## src/rtl/alu_pkg.sv

```systemverilog
// alu_pkg
// Shared constants and types for the pipelined 64-bit carry-lookahead adder.
//   WIDTH   : operand width (64)
//   GROUP   : bits per lookahead group (4)
//   NGROUPS : number of lookahead groups (16)
//   s1_t    : contents of the stage-1 pipeline register
//   group_pg: folds four bit-level p/g pairs into one group {G, P}
package alu_pkg;

    localparam int WIDTH   = 64;
    localparam int GROUP   = 4;
    localparam int NGROUPS = WIDTH / GROUP;

    typedef struct packed {
        logic [WIDTH-1:0]   x;     // a ^ b' per bit (sum before the carry is applied)
        logic [WIDTH-1:0]   p;     // bit propagate
        logic [WIDTH-1:0]   g;     // bit generate
        logic [NGROUPS-1:0] gp;    // group propagate
        logic [NGROUPS-1:0] gg;    // group generate
        logic               cin;   // carry into bit 0 (1 for subtract)
        logic               word;  // 32-bit operation
    } s1_t;

    // Returns {G, P} for one 4-bit group.
    function automatic logic [1:0] group_pg(input logic [3:0] p, input logic [3:0] g);
        logic gen;
        logic prop;
        gen  = g[3]
             | (p[3] & g[2])
             | (p[3] & p[2] & g[1])
             | (p[3] & p[2] & p[1] & g[0]);
        prop = &p;
        return {gen, prop};
    endfunction

endpackage

```

## src/rtl/cla_carry_unit16.sv

```systemverilog
// cla_carry_unit16
// Combinational lookahead carry unit for 16 groups.
// Every group carry is formed directly from the group P/G terms and the
// carry-in as a flat sum of products, so no carry ripples from one group
// to the next:
//   C[j+1] = G[j] | P[j]G[j-1] | ... | P[j]..P[1]G[0] | P[j]..P[0]cin
//   gp  : group propagate, one per group
//   gg  : group generate, one per group
//   cin : carry into group 0
//   c   : c[j] is the carry into group j; c[16] is the carry out of the top group
module cla_carry_unit16 import alu_pkg::*; (
    input  logic [NGROUPS-1:0] gp,
    input  logic [NGROUPS-1:0] gg,
    input  logic               cin,
    output logic [NGROUPS:0]   c
);

    logic sop;
    logic term;

    always_comb begin
        c    = '0;
        sop  = 1'b0;
        term = 1'b0;
        c[0] = cin;
        for (int j = 0; j < NGROUPS; j++) begin
            // Carry-in term propagated through groups 0..j.
            sop = cin;
            for (int i = 0; i <= j; i++) begin
                sop = sop & gp[i];
            end
            // Generate of group i propagated through groups i+1..j.
            for (int i = 0; i <= j; i++) begin
                term = gg[i];
                for (int k = i + 1; k <= j; k++) begin
                    term = term & gp[k];
                end
                sop = sop | term;
            end
            c[j+1] = sop;
        end
    end

endmodule

```

## src/rtl/pfa_cell.sv

```systemverilog
// pfa_cell
// Partial full adder: the per-bit cell of the integer ALU datapath.
// Produces the bit sum together with the propagate and generate terms
// consumed by the lookahead carry logic.
//   a, b : operand bits
//   c    : carry into this bit
//   s    : a ^ b ^ c
//   p    : a | b (propagate)
//   g    : a & b (generate)
module pfa_cell (
    input  logic a,
    input  logic b,
    input  logic c,
    output logic s,
    output logic p,
    output logic g
);

    assign s = a ^ b ^ c;
    assign p = a | b;
    assign g = a & b;

endmodule

```

## src/rtl/cla_pipe_adder64b.sv

```systemverilog
// cla_pipe_adder64b
// Two-stage pipelined 64-bit carry-lookahead adder/subtractor with
// RV64 word-op (ADDW/SUBW) support.
//   Stage 1: conditional inversion of b, per-bit p/g/xor from the partial
//            full adder cells, and the 16 group P/G terms.
//   Stage 2: lookahead group carries, bit carries inside each group, then
//            sum, carry out, signed overflow and zero flag.
// Ports:
//   clk, rst_n          : clock, asynchronous active-low reset
//   flush               : kills every in-flight op and the op presented this cycle
//   in_valid / in_ready : operand handshake
//   a, b, sub, word     : operands; sub selects a-b, word selects a 32-bit op
//   out_valid/out_ready : result handshake
//   s, c_o, ovf, zero   : result, carry out (1 = no borrow on subtract),
//                         signed overflow, result-is-zero
module cla_pipe_adder64b #(
    parameter int WIDTH = 64,
    parameter int GROUP = 4
) (
    input  logic             clk,
    input  logic             rst_n,
    input  logic             flush,
    input  logic             in_valid,
    output logic             in_ready,
    input  logic [WIDTH-1:0] a,
    input  logic [WIDTH-1:0] b,
    input  logic             sub,
    input  logic             word,
    output logic             out_valid,
    input  logic             out_ready,
    output logic [WIDTH-1:0] s,
    output logic             c_o,
    output logic             ovf,
    output logic             zero
);

    import alu_pkg::*;

    localparam int NG = WIDTH / GROUP;

    // Control
    logic vld_p1;
    logic vld_p2;
    logic s2_ready;
    logic accept;
    logic advance;

    // Stage-1 combinational terms
    logic [WIDTH-1:0] b_eff;
    logic [WIDTH-1:0] x_c;
    logic [WIDTH-1:0] p_c;
    logic [WIDTH-1:0] g_c;
    logic [NG-1:0]    gp_c;
    logic [NG-1:0]    gg_c;

    // Stage-1 register
    s1_t s1_p1;

    // Stage-2 combinational terms
    logic [NG:0]      gc;
    logic [WIDTH:0]   c_bit;
    logic [WIDTH-1:0] sum_c;
    logic [WIDTH-1:0] s_c;
    logic             c_o_c;
    logic             ovf_c;
    logic             zero_c;

    // Stage-2 registers
    logic [WIDTH-1:0] s_p2;
    logic             c_o_p2;
    logic             ovf_p2;
    logic             zero_p2;

    // An empty stage always accepts, so bubbles collapse under a stall.
    assign s2_ready = !vld_p2 || out_ready;
    assign in_ready = rst_n && !flush && (!vld_p1 || s2_ready);
    assign accept   = in_valid && in_ready;
    assign advance  = vld_p1 && s2_ready && !flush;

    // ---------------------------------------------------------------- stage 1
    assign b_eff = b ^ {WIDTH{sub}};

    // The cells run with a zero carry so their sum output is a ^ b'; the
    // real carry is folded in during stage 2.
    for (genvar i = 0; i < WIDTH; i++) begin : g_bit
        pfa_cell u_pfa (
            .a (a[i]),
            .b (b_eff[i]),
            .c (1'b0),
            .s (x_c[i]),
            .p (p_c[i]),
            .g (g_c[i])
        );
    end

    for (genvar j = 0; j < NG; j++) begin : g_grp
        assign {gg_c[j], gp_c[j]} = group_pg(p_c[GROUP*j +: GROUP], g_c[GROUP*j +: GROUP]);
    end

    always_ff @(posedge clk or negedge rst_n) begin
        if (!rst_n) begin
            vld_p1 <= 1'b0;
            s1_p1  <= '0;
        end else begin
            if (flush) begin
                vld_p1 <= 1'b0;
            end else if (in_ready) begin
                vld_p1 <= in_valid;
            end
            if (accept) begin
                s1_p1.x    <= x_c;
                s1_p1.p    <= p_c;
                s1_p1.g    <= g_c;
                s1_p1.gp   <= gp_c;
                s1_p1.gg   <= gg_c;
                s1_p1.cin  <= sub;
                s1_p1.word <= word;
            end
        end
    end

    // ---------------------------------------------------------------- stage 2
    cla_carry_unit16 u_carry (
        .gp  (s1_p1.gp),
        .gg  (s1_p1.gg),
        .cin (s1_p1.cin),
        .c   (gc)
    );

    // Group carries seed the first bit of each group; the remaining three
    // bits of the group ripple locally from that seed.
    always_comb begin
        c_bit = '0;
        for (int j = 0; j < NG; j++) begin
            c_bit[j*GROUP] = gc[j];
            for (int k = 1; k < GROUP; k++) begin
                c_bit[j*GROUP+k] = s1_p1.g[j*GROUP+k-1]
                                 | (s1_p1.p[j*GROUP+k-1] & c_bit[j*GROUP+k-1]);
            end
        end
        c_bit[WIDTH] = gc[NG];
    end

    // Word ops take carries from bit 31/32 only; the upper half of the sum
    // is replaced by the sign of bit 31, so upper-half carries are ignored.
    always_comb begin
        sum_c = s1_p1.x ^ c_bit[WIDTH-1:0];
        if (s1_p1.word) begin
            s_c   = {{(WIDTH-32){sum_c[31]}}, sum_c[31:0]};
            c_o_c = c_bit[32];
            ovf_c = c_bit[31] ^ c_bit[32];
        end else begin
            s_c   = sum_c;
            c_o_c = c_bit[WIDTH];
            ovf_c = c_bit[WIDTH-1] ^ c_bit[WIDTH];
        end
        zero_c = (s_c == '0);
    end

    always_ff @(posedge clk or negedge rst_n) begin
        if (!rst_n) begin
            vld_p2  <= 1'b0;
            s_p2    <= '0;
            c_o_p2  <= 1'b0;
            ovf_p2  <= 1'b0;
            zero_p2 <= 1'b0;
        end else begin
            if (flush) begin
                vld_p2 <= 1'b0;
            end else if (s2_ready) begin
                vld_p2 <= vld_p1;
            end
            if (advance) begin
                s_p2    <= s_c;
                c_o_p2  <= c_o_c;
                ovf_p2  <= ovf_c;
                zero_p2 <= zero_c;
            end
        end
    end

    assign out_valid = vld_p2;
    assign s         = s_p2;
    assign c_o       = c_o_p2;
    assign ovf       = ovf_p2;
    assign zero      = zero_p2;

endmodule
```

## config.mk

```make
export PLATFORM = sky130hd
export DESIGN_NAME = cla_pipe_adder64b
export DESIGN_NICKNAME = d
export VERILOG_FILES = /design/src/rtl/alu_pkg.sv /design/src/rtl/cla_carry_unit16.sv /design/src/rtl/pfa_cell.sv /design/src/rtl/cla_pipe_adder64b.sv
export SDC_FILE = /design/constraint.sdc
export NUM_CORES = 1
export LEC_CHECK = 0
export CAP_MARGIN = 20
export CORE_AREA = 2 2 176 178
export CTS_CLUSTER_DIAMETER = 100
export DETAILED_ROUTE_END_ITERATION = 6
export DIE_AREA = 0 0 178 180
export HOLD_SLACK_MARGIN = 0.03
export PLACE_DENSITY = 0.77
export RECOVER_POWER = 50
export SLEW_MARGIN = 20
export SYNTH_ARGS = -nofsm -noshare
export SYNTH_HDL_FRONTEND = slang
export SYNTH_SLANG_ARGS = --single-unit
```

## constraint.sdc

```tcl
create_clock -name clk -period 3.35 [get_ports clk]
set_clock_uncertainty 0.05 [all_clocks]
set_input_delay 0.67 -clock clk [delete_from_list [all_inputs] [get_ports clk]]
set_output_delay 0.67 -clock clk [all_outputs]
set_load 0.01 [all_outputs]
```

Word level (Yosys, flattened, before mapping)
Cells that the tools add are included.
Widths: inputs -> output; s select.

word-level totals
  register bits after elaboration = 293
  input bits = 135
  output and inout port bits = 69
  logic and storage cells = 741

cells by class
  muxes and demuxes = 7
  bitwise logic cells = 692
  reduce and logical (&&, ||, !) cells = 29

operators by type and width
  kind               count
  $and 1x1->1        328
  $or 1x1->1         296
  $xor 64x64->64     2
  $xor 1x1->1        66
  $logic_not 64->1   1
  $mux 64            1
  $reduce_and 4->1   16
  $mux 1             6
  $logic_and 1x1->1  5
  $reduce_bool 2->1  2
  $logic_not 1->1    3
  $logic_or 1x1->1   2

Longest topological paths before layout
Gate-level depths: netlist (run 1).

  depth after elaboration = 39
  depth in mapped cells = 12
  depth with buffers taken out = 10

By module
A second synthesis (run 1) with hierarchy kept.

second synthesis, totals
  cell total of the unflattened synthesis = 1,785
  area total of the unflattened synthesis = 15,178.3 µm²

modules (own cells, without submodules)
  module             times used  cells each  area an instance (µm²)  seq. area each (µm²)
  cla_pipe_adder64b  1           1,360       12,014.0                6,581.3
  pfa_cell           64          6           45.0                    0.0
  cla_carry_unit16   1           41          281.5                   0.0

Worst setup path after synthesis (run 1)
No wires, ideal clock.

  path kind = reg-to-reg
  start point = register s1_p1[1] (netlist name)
  end point = register zero_p2 (netlist: zero)
  library setup time = 0.077 ns
  arrival time = 3.086 ns
  required time = 3.223 ns
  setup slack = 0.138 ns
  cell stages (with the launch flop) = 12
  buffers on the path = 1
  clock period less this slack = 3.212 ns
  path through = dfrtp_1 -> buf_6 -> a21o_4 -> a221oi_4 -> o21ai_2 -> o21ai_1 -> nand3_1 -> or4_1 -> or4_1 -> a2111oi_2 -> o2111ai_1 -> o21ai_1

on the way
  word-level cells in the longest chain between the ends = 39
  elaborated cells between the ends (all ways) = 234
  those cells by class = mux: 1; bitwise: 232; reduce/logical: 1

ends and longest elaborated chain
  element                     RTL line                  source
  $and 1x1->1 (15 in series)  cla_carry_unit16.sv:30    sop = sop & gp[i];
  $or 1x1->1 (15 in series)   cla_carry_unit16.sv:38    sop = sop | term;
  $and 1x1->1                 cla_pipe_adder64b.sv:138  | (s1_p1.p[j*GROUP+k-1] & c_bit[j*GROUP+k-1]);
  $or 1x1->1                  cla_pipe_adder64b.sv:138
  $and 1x1->1                 cla_pipe_adder64b.sv:138
  $or 1x1->1                  cla_pipe_adder64b.sv:138
  $and 1x1->1                 cla_pipe_adder64b.sv:138
  $or 1x1->1                  cla_pipe_adder64b.sv:138
  $xor 64x64->64 *            cla_pipe_adder64b.sv:147  sum_c = s1_p1.x ^ c_bit[WIDTH-1:0];
  $mux 64 *                   cla_pipe_adder64b.sv:148  if (s1_p1.word) begin
  $logic_not 64->1 *          cla_pipe_adder64b.sv:157  zero_c = (s_c == '0);
  end signal, assigned        cla_pipe_adder64b.sv:177  zero_p2 <= zero_c;
  end, declared               cla_pipe_adder64b.sv:72   logic zero_p2;

Mark *: on every way between the ends. The rest lies on a longest branch, timed or not.
A chain may end at the register's enable or synchronous reset.

Worst setup path after layout (run 1)
  start point = register s1_p1[18] (netlist name)
  end point = register zero_p2 (netlist: zero)

on the way
  word-level cells in the longest chain between the ends = 39
  elaborated cells between the ends (all ways) = 228
  those cells by class = mux: 1; bitwise: 226; reduce/logical: 1

ends and longest elaborated chain
  element                     RTL line
  $and 1x1->1 *               cla_carry_unit16.sv:30
  $and 1x1->1 (14 in series)  cla_carry_unit16.sv:30
  $or 1x1->1 (15 in series)   cla_carry_unit16.sv:38
  $and 1x1->1                 cla_pipe_adder64b.sv:138
  $or 1x1->1                  cla_pipe_adder64b.sv:138
  $and 1x1->1                 cla_pipe_adder64b.sv:138
  $or 1x1->1                  cla_pipe_adder64b.sv:138
  $and 1x1->1                 cla_pipe_adder64b.sv:138
  $or 1x1->1                  cla_pipe_adder64b.sv:138
  $xor 64x64->64 *            cla_pipe_adder64b.sv:147
  $mux 64 *                   cla_pipe_adder64b.sv:148
  $logic_not 64->1 *          cla_pipe_adder64b.sv:157

Marks and branches as above.

==> results.py, run 1 <==
metrics = {
    "power": {
        "vdd.ir_drop.worst_uv": 431,
        "cell_internal_pwr_w": 0.00772,
        "power_density_nw_per_um2": 613,
        "power.net_switching_w": 0.00404,
        "switching_share_pct": 34.3,
        "pwr-share-seq_pct": 39.2,
        "static-leakage-power_nw": 9.74,
        "comb_power_share_pct": 34.5,
        "power_frac_clock_pct": 26.3,
    },
    "timing": {
        "timing.final.setup_violations": 1,
        "tightestPinTransition_ps": 2110,
        "timing_max_transition_violations_final": 321,
        "rsz_0062_raised_after_global_routing": "true",
        "setup-tns-final_ps": -65.8,
        "post-route-period-util_pct": 102,
        "finalHoldViolCount": 0,
        "layout_setup_ws_ps": -65.8,
        "finalCriticalPeriod_ps": 3420,
        "max_freq_mhz": 293,
        "whs_ps": 426,
        "max-slew-margin-rel_pct": -40.9,
    },
    "routing": {
        "avgRoutedWirePerCell_um": 17.1,
        "drtIter0Drc": 1239,
        "drt-pass1-iter-count": 7,
        "drt-total-wl_mm": 42.0,
        "vias": 13200,
        "antenna_left": 0,
        "drc_errors": 0,
        "post_drt_via_cell_ratio": 5.39,
    },
    "global_routing": {
        "antenna_violations_before_repair": 0,
        "grt_max_degree": 150,
        "overall_global_routing_resource_usage_pct": 26.3,
        "grt_overflow_total": 0,
        "grt_pass1_vias": 13000,
        "first_pass_grt_wire_length_mm": 67.8,
    },
    "worst_setup_path": {
        "worstPathMaxFanout": 4,
        "critical-path-slowest-cell": "or4_4",
        "cp_cell_sequence": "a21o_4, buf_6, a221o_1, buf_6, xnor2_4, and4_1, nand4_1, or4_1, or4_4, a2111oi_4, o2111ai_1, o21ai_1",
        "worstPathArrival_ps": 3830,
        "critical_path.endpoint": "zero",
        "critPathCaptureType": "flop",
        "reg2reg_setup_slack_ps": -70,
        "r2r_start": "s1_p1[18]",
        "r2r-end": "zero",
        "cp_common_cell": "buf_6",
        "critical_path.startpoint_type": "flop",
        "cpPeakStageDelay_ps": 470,
        "cp.required_ps": 3770,
        "worst-setup-path-type": "flop to flop",
        "critical_path.startpoint": "s1_p1[18]",
        "worstRegToRegCells": 12,
    },
    "yosys": {
        "avgSynthCellArea_sq_um": 8.45,
        "synthMuxAreaShare_pct": 0.478,
        "largest_family_of_logic_cells_by_synthesized_area": "simple AND/OR/NAND/NOR gates",
        "synth_seq_area_share_pct": 43.3,
        "ys_async_sr_fraction_pct": 100,
        "post_synth_fa_ha_maj_area_fraction_pct": 10.5,
        "synthSimpleGateAreaFrac_pct": 19.7,
        "synth.cell_area_sq_um": 15200,
        "yosysUniqueCellTypes": 69,
        "synth-xor-area-share_pct": 6.34,
        "synth-compound-area-share_pct": 13.6,
        "synth_nets": 2060,
        "synth_top_flop_cell": "dfrtp_1",
        "synthesis_stage_register_bit_count": 263,
        "post_synth_top_area_cell": "dfrtp_1",
        "yosysWarningCount": 0,
        "netlist.area_leader.share_pct": 43.3,
        "synth-edff-count": 0,
        "synth.area.top_cells": "dfrtp_1 (43%), nand2_1 (13%), ha_1 (11%)",
        "count_of_mapped_cells_out_of_synthesis": 1797,
    },
    "cts": {
        "clk_latency_ps": 550,
        "clk_root_buffer_cell": "clkbuf_16",
        "htreeDepth": 1,
        "clk_pin_slew_ps": 60,
        "max-clock-path-buffers": 3,
        "tritoncts": "done",
        "cts_num_sinks": 263,
        "numCtsBuffers": 27,
    },
    "die": {
        "core_sq_um": 30200,
        "num_rows": 64,
        "dieHeight_um": 180,
        "dieWidth_um": 178,
        "floorplan.initialDensity_pct": 50.3,
        "number_of_primary_i_o_pins": 204,
        "total_die_area_sq_um": 32000,
    },
    "place": {
        "placed_cell_area_sq_um": 18100,
        "place.gp.congestion": 0.894,
        "detailedPlacementHpwl_mm": 30.6,
        "port_buffers": 203,
    },
    "layout": {
        "antenna_cells_inserted": 0,
        "nets": 2303,
        "final_core_util_pct": 63.5,
        "post_route_cells_drive_above_1_share_pct": 8.25,
        "num-fill-cells": 2437,
        "final_cell_area_sq_um": 19200,
        "area_growth_pct": 26.3,
    },
    "hold_path": {
        "worst_hold_path_type": "flop to flop",
    },
    "status": {
        "violated_checks": "max-capacitance violations, max-slew violations, negative setup slack",
        "outcome": "finished with violations",
    },
    "run": {
        "max_cap_viol_count": 4,
    },
}
-- state kept, by name (all words and copies together), names as in the netlist --
name,count
ovf,1
zero,1
s1_p1,194
out_valid,1
c_o,1
vld_p1,1
s,64
-- per-stage QoR --
step / worst slack, ps / power, W / instances
floorplan: 138 / 0.00645 / 1797
global placement: -392 / 0.00837 / 2397
detailed placement: -454 / 0.00849 / 2397
CTS: 3.60 / 0.0117 / 2456
global route: -162 / 0.0124 / 2457
finish: -65.8 / 0.0118 / 2457
-- final cells by class --
cell class,instances,area [sq um],area share [%]
clock buffer,38,797,4.15
multi-input combinational,1295,7820,40.8
inverter,163,612,3.19
timing repair buffer,290,2760,14.4
sequential,263,6580,34.3
clock inverter,12,120,0.626
tap,396,495,2.58
-- repair_timing --
action	CTS	global route
hold buffers	1	0
pin swaps	11	7
hold endpoints to repair	29	0
gates resized for setup	11	11
setup endpoints to repair	1	2
setup buffers	8	1
-- kinds of logic after synthesis --
family / count (synthesis)
flops: 263
simple gates: 718
mux: 7
xor+xnor: 110
compound gates: 332
fa+ha+maj: 128
buf+inv: 239
-- worst min path at each step --
stage / slack (ps) / depth (start not counted) / endpoint / start
after floorplan: 320 / 0 / c_o / rst_n
after global placement: 400 / 2 / c_o / c_o
after detailed placement: 410 / 2 / ovf / ovf
after CTS: 420 / 3 / s1_p1[1] / sub
after global routing: 440 / 2 / s1_p1[17] / s1_p1[17]
final: 430 / 2 / s1_p1[17] / s1_p1[17]
-- worst max-delay path, delay by kind of cell, from the launching register on --
kind            cells  cell delay [ps]
xor+xnor            1              140
buf+inv             2              290
flops               1              430
simple gates        4             1260
compound gates      5             1160
-- power groups by stage --
| stage | sequential (W) | combinational [W] | clock, W |
|---|---|---|---|
| 2_1_floorplan | 0.00457 | 0.00188 | 0 |
| 3_3_place_gp | 0.00459 | 0.00378 | 0 |
| 3_5_place_dp | 0.00462 | 0.00387 | 0 |
| 4_1_cts | 0.00458 | 0.00401 | 0.00313 |
| 5_1_grt | 0.00468 | 0.00445 | 0.00327 |
| 6_report | 0.00461 | 0.00406 | 0.00309 |
-- cells in the mapped netlist (6+ instances only) --
master    count
a211oi_1      6
a21o_1       14
a21oi_1      69
a31oi_1      17
and3_1        7
buf_1         7
clkbuf_1     67
dfrtp_1     263
ha_1        128
inv_1       163
nand2_1     513
nand3_1      26
nand4_1       8
nor2_1       90
nor3_1       13
nor4_1        6
o211ai_1     17
o21a_1       20
o21ai_0     132
or4_1        21
xnor2_1      22
xor2_1       88
-- placed cells by master (no fill, tap or decap), types with 17 or more instances in the layout --
cell type and instances:
clkbuf_16 27, or4_1 20, buf_4 73, o21a_1 19
clkdlybuf4s50_1 197, xor2_1 88, a21oi_1 68, ha_1 128
o21ai_0 131, nand3_1 26, nor2_1 90, dfrtp_1 262
xnor2_1 19, o211ai_1 17, inv_1 163, nand2_1 512
-- layer usage --
| metal | track usage, % | wire [um] | vias to the layer above |
|---|---|---|---|
| met4 | 9.51 | 1660 | 0 |
| met5 | 0 | 0 | - |
| met3 | 3.83 | 2680 | 102 |
| li1 | - | - | 6365 |
| met1 | 36.4 | 18100 | 6306 |
| met2 | 42.1 | 19500 | 459 |
Note: power is estimated with default switching activity, not from simulation.
==> run 2, diff against run 1 <==
--- a/config.mk
+++ b/config.mk
@@ -11,8 +11,10 @@
 export DETAILED_ROUTE_END_ITERATION = 6
 export DIE_AREA = 0 0 178 180
 export HOLD_SLACK_MARGIN = 0.03
+export MAX_ROUTING_LAYER = met4
 export PLACE_DENSITY = 0.77
 export RECOVER_POWER = 50
+export SETUP_SLACK_MARGIN = 0.15
 export SLEW_MARGIN = 20
 export SYNTH_ARGS = -nofsm -noshare
 export SYNTH_HDL_FRONTEND = slang
==> results.py, run 2 (synthesized netlist as in run 1, its figures left out) <==
metrics = {
    "timing": {
        "max-slew-margin-rel_pct": -13.5,
        "finalCriticalPeriod_ps": 3370,
        "max_freq_mhz": 297,
        "timing_max_transition_violations_final": 143,
        "whs_ps": 415,
        "rsz_0062_raised_after_global_routing": "true",
        "layout_setup_ws_ps": -22.3,
        "post-route-period-util_pct": 101,
        "timing.final.setup_violations": 1,
        "setup-tns-final_ps": -22.3,
        "tightestPinTransition_ps": 1700,
        "finalHoldViolCount": 0,
    },
    "status": {
        "outcome": "finished with violations",
        "violated_checks": "design-rule violations, max-capacitance violations, max-slew violations, negative setup slack",
    },
    "layout": {
        "layout_commonest_cell": "nand2_1",
        "antenna_cells_inserted": 0,
        "mostFrequentLayoutCells": "nand2_1 (511), dfrtp_1 (262), clkdlybuf4s50_1 (200)",
        "area_growth_pct": 26.2,
        "regArea_sq_um": 6580,
        "num-fill-cells": 2522,
        "largest_register_ffs": 194,
        "top_register": "s1_p1",
        "multi_input_comb_area_sq_um": 7810,
        "post_route_cells_drive_above_1_share_pct": 8.03,
        "nets": 2296,
    },
    "routing": {
        "antenna_left": 0,
        "avgRoutedWirePerCell_um": 16.9,
        "drc_errors": 2,
        "drtIter0Drc": 1090,
        "drt-total-wl_mm": 41.5,
        "vias": 13300,
        "drt-pass1-iter-count": 7,
        "post_drt_via_cell_ratio": 5.41,
    },
    "power": {
        "vdd.ir_drop.worst_uv": 449,
        "power_w": 0.0118,
        "static-leakage-power_nw": 9.72,
        "power_density_nw_per_um2": 615,
    },
    "hold_path": {
        "worst_hold_path_type": "flop to flop",
        "min-delay-start": "c_o",
        "hold_path_end": "c_o",
        "holdPathStages": 2,
    },
    "cts": {
        "tritoncts": "done",
        "numCtsBuffers": 28,
        "cts_num_sinks": 263,
        "clk_root_buffer_cell": "clkbuf_16",
        "clk_latency_ps": 560,
        "htreeDepth": 1,
        "clk_pin_slew_ps": 60,
        "max-clock-path-buffers": 3,
    },
    "run": {
        "max_cap_viol_count": 2,
    },
    "global_routing": {
        "antenna_violations_before_repair": 0,
        "grt_pass1_vias": 13200,
        "grt_max_degree": 146,
        "grt_overflow_total": 0,
        "first_pass_grt_wire_length_mm": 67.7,
        "overall_global_routing_resource_usage_pct": 27.0,
    },
    "die": {
        "dieWidth_um": 178,
        "num_rows": 64,
        "total_die_area_sq_um": 32000,
        "dieHeight_um": 180,
        "floorplan.initialDensity_pct": 50.3,
        "number_of_primary_i_o_pins": 204,
        "core_sq_um": 30200,
    },
    "place": {
        "port_buffers": 203,
        "detailedPlacementHpwl_mm": 30.1,
        "pre_cts_ws_ps": -391,
        "place.gp.congestion": 0.886,
    },
    "worst_setup_path": {
        "worstRegToRegCells": 11,
        "r2r-end": "zero",
        "r2r_start": "s1_p1[1]",
        "critPathCaptureType": "flop",
        "worstPathArrival_ps": 3790,
        "critical_path.startpoint_type": "flop",
        "cp.required_ps": 3770,
        "reg2reg_setup_slack_ps": -20,
        "worstPathMaxFanout": 4,
        "worst-setup-path-type": "flop to flop",
    },
}
## run 2: cell count changes in the layout (fill, tap and decap cells not counted), moves of 2 or more
cell,before,now
nor3_1,12,10
buf_12,6,8
xnor2_1,19,21
dlygate4sd3_1,5,2
clkdlybuf4s50_1,197,200
buf_4,73,63
inv_6,2,0
## run 2: layout make-up
class,instances,area share (%)
clock buffer,38,4.32
clock inverter,13,0.692
inverter,163,3.19
multi-input combinational,1295,40.7
sequential,263,34.3
tap,396,2.58
timing repair buffer,282,14.2
## run 2: what timing repair did
item | 4_1_cts | 5_1_grt
hold endpoints to repair | 4 | 0
pin swaps | 15 | 2
hold buffers | 1 | 0
gates resized for setup | 12 | 11
endpoints found under the setup margin | 7 | 10
buffers inserted | 4 | 0
## run 2: metrics by stage
stage	cells	utilization, %	area [sq um]
3_5_place_dp	2394	60.0	18100
4_1_cts	2450	63.5	19200
3_3_place_gp	2394	60.0	18100
5_1_grt	2450	63.5	19200
2_1_floorplan	1797	-	15200
6_report	2450	63.5	19200
## run 2: critical path: stages (launching register included)
cell       delay, ps
dfrtp_1          420
a21o_4           270
buf_6            120
a221o_2          440
xnor2_2          210
and4_1           250
nand4_1          100
or4_1            500
or4_4            470
a2111oi_4        190
o2111ai_1        140
o21ai_1          150
## run 2: how the worst max path moves through the flow
stage / from / cells after the start / to
final: s1_p1[1] / 11 / zero
after global routing: s1_p1[3] / 11 / zero
after CTS: s1_p1[1] / 11 / zero
after detailed placement: out_ready / 11 / zero
after global placement: out_ready / 11 / zero
after floorplan: s1_p1[1] / 11 / zero
## run 2: metal layers
layer | up-vias | track usage (%) | share of wire (%)
met5 | - | - | 0
met4 | 0 | 10.0 | 3.9
met3 | 92 | 3.34 | 5.9
met2 | 429 | 42.0 | 47
met1 | 6387 | 36.1 | 43
li1 | 6357 | - | -
## run 2: power by group
part / switching, W / leakage, nW / internal [W]
combinational: 0.00205 / 5.98 / 0.00195
sequential: 0.000664 / 3.27 / 0.00393
clock: 0.00132 / 0.482 / 0.00188
total: 0.00403 / 9.72 / 0.00776
==> run 3, diff against run 2 <==
--- a/config.mk
+++ b/config.mk
@@ -6,13 +6,13 @@
 export NUM_CORES = 1
 export LEC_CHECK = 0
 export CAP_MARGIN = 20
-export CORE_AREA = 2 2 176 178
+export CORE_AREA = 2 2 165 167
 export CTS_CLUSTER_DIAMETER = 100
 export DETAILED_ROUTE_END_ITERATION = 6
-export DIE_AREA = 0 0 178 180
+export DIE_AREA = 0 0 167 169
+export DONT_BUFFER_PORTS = 1
 export HOLD_SLACK_MARGIN = 0.03
-export MAX_ROUTING_LAYER = met4
-export PLACE_DENSITY = 0.77
+export PLACE_DENSITY = 0.76
 export RECOVER_POWER = 50
 export SETUP_SLACK_MARGIN = 0.15
 export SLEW_MARGIN = 20
==> results.py, run 3 (synthesized netlist as in run 1, its figures left out) <==
metrics = {
    "status": {
        "outcome": "finished with violations",
        "violated_checks": "design-rule violations, negative hold slack, negative setup slack",
    },
    "routing": {
        "drt-pass1-iter-count": 7,
        "post_drt_via_cell_ratio": 5.65,
        "vias": 12400,
        "drc_errors": 1,
        "avgRoutedWirePerCell_um": 17.7,
        "drt-total-wl_mm": 39.0,
        "antenna_left": 0,
        "drtIter0Drc": 1025,
    },
    "timing": {
        "finalCriticalPeriod_ps": 3380,
        "whs_ps": -234,
        "max_freq_mhz": 296,
        "finalHoldViolCount": 263,
        "tightestPinTransition_ps": 1160,
        "post-route-period-util_pct": 101,
        "max-slew-margin-rel_pct": 22.9,
        "layout_setup_ws_ps": -30.7,
        "rsz_0062_raised_after_global_routing": "true",
        "timing.final.setup_violations": 1,
        "timing_max_transition_violations_final": 0,
    },
    "layout": {
        "regArea_sq_um": 6580,
        "layout_commonest_cell": "nand2_1",
        "final_core_util_pct": 64.3,
        "largest_register_ffs": 194,
        "antenna_cells_inserted": 0,
        "nets": 2097,
        "area_growth_pct": 12.2,
        "num-fill-cells": 2248,
        "multi_input_comb_area_sq_um": 7810,
        "top_register": "s1_p1",
        "mostFrequentLayoutCells": "nand2_1 (512), dfrtp_1 (263), inv_1 (163)",
        "final_cell_area_sq_um": 17000,
        "post_route_cells_drive_above_1_share_pct": 8.67,
    },
    "die": {
        "number_of_primary_i_o_pins": 204,
        "core_sq_um": 26500,
        "num_rows": 60,
        "floorplan.initialDensity_pct": 57.3,
        "dieWidth_um": 167,
        "total_die_area_sq_um": 28200,
        "dieHeight_um": 169,
    },
    "cts": {
        "htreeDepth": 1,
        "clk_latency_ps": 560,
        "clk_root_buffer_cell": "clkbuf_16",
        "max-clock-path-buffers": 3,
        "numCtsBuffers": 29,
        "clk_pin_slew_ps": 60,
        "cts_num_sinks": 263,
        "tritoncts": "done",
    },
    "power": {
        "power_density_nw_per_um2": 635,
        "power_w": 0.0108,
        "vdd.ir_drop.worst_uv": 407,
        "static-leakage-power_nw": 8.94,
    },
    "place": {
        "placed_cell_area_sq_um": 16000,
        "place.gp.congestion": 0.882,
        "detailedPlacementHpwl_mm": 28.3,
        "pre_cts_ws_ps": -228,
        "port_buffers": 0,
    },
    "global_routing": {
        "grt_pass1_vias": 12300,
        "grt_max_degree": 267,
        "overall_global_routing_resource_usage_pct": 27.8,
        "grt_overflow_total": 0,
        "first_pass_grt_wire_length_mm": 63.6,
        "antenna_violations_before_repair": 0,
    },
    "worst_setup_path": {
        "worst-setup-path-type": "flop to flop",
        "cp.required_ps": 3760,
        "cpPeakStageDelay_ps": 470,
        "critical_path.startpoint_type": "flop",
        "worstPathMaxFanout": 4,
        "cp_cell_sequence": "buf_4, a211o_2, a21o_1, a222oi_1, and4_1, nand4_1, or4_1, or4_4, a2111oi_4, o2111ai_1, o21ai_1",
        "critical-path-slowest-cell": "or4_4",
        "worstPathArrival_ps": 3800,
        "critPathCaptureType": "flop",
    },
    "hold_path": {
        "worst_hold_path_type": "input pin to async pin",
    },
    "run": {
        "max_cap_viol_count": 0,
    },
}
## run 3: cell types whose count changed in the layout (fill, tap and decap cells not counted), moves of 2 or more
| cell | change |
|---|---|
| clkdlybuf4s50_1 | -200 |
| clkinv_2 | -2 |
| clkbuf_1 | +6 |
| buf_4 | +10 |
| buf_12 | -2 |
| clkbuf_8 | -3 |
| dlygate4sd3_1 | -2 |
| clkbuf_2 | -3 |
## run 3: worst max-delay path: cells and delay by family, from the launching register on
kind	cells	cell delay (ps)
flops	1	410
buf+inv	1	150
compound gates	6	1370
simple gates	4	1310
## run 3: layout make-up
class | instances | share of cell area (%)
tap | 341 | 2.50
inverter | 163 | 3.59
multi-input combinational | 1295 | 45.8
sequential | 263 | 38.6
timing repair buffer | 82 | 4.08
clock inverter | 9 | 0.455
clock buffer | 44 | 4.94
## run 3: repair_timing
item | 4_1_cts | 5_1_grt
setup buffers | 7 | 0
hold endpoints to repair | 263 | 263
pin swaps | 13 | 3
endpoints found under the setup margin | 13 | 14
gates resized for setup | 10 | 9
## run 3: final timing paths
path	cells after the start	start	slack (ps)	end
max in group asynchronous	0	rst_n	3020	s[40]
max	11	s1_p1[1]	-30	zero
min in group clk	1	flush	120	out_valid
max reg2reg	11	s1_p1[1]	-30	zero
min	0	rst_n	-230	s1_p1[173]
min reg2reg	2	s1_p1[48]	430	s1_p1[48]
## run 3: through the flow
stage               instances  TNS [ps]
finish                   2197     -30.7
detailed placement       2137      -228
global route             2197      -157
global placement         2137      -123
CTS                      2197         0
floorplan                1797         0
## run 3: where the power goes
part,total (W),internal (W),switching (W)
clock,0.00309,0.00180,0.00129
combinational,0.00293,0.00132,0.00160
sequential,0.00481,0.00393,0.000879
total,0.0108,0.00705,0.00377
## run 3: layer usage
metal | share of wire (%) | up-vias | global-route usage [%]
li1 | - | 5956 | -
met1 | 43 | 5923 | 37.6
met2 | 45 | 420 | 43.8
met3 | 7.9 | 104 | 6.01
met4 | 3.9 | 0 | 11.2
met5 | 0 | - | 0
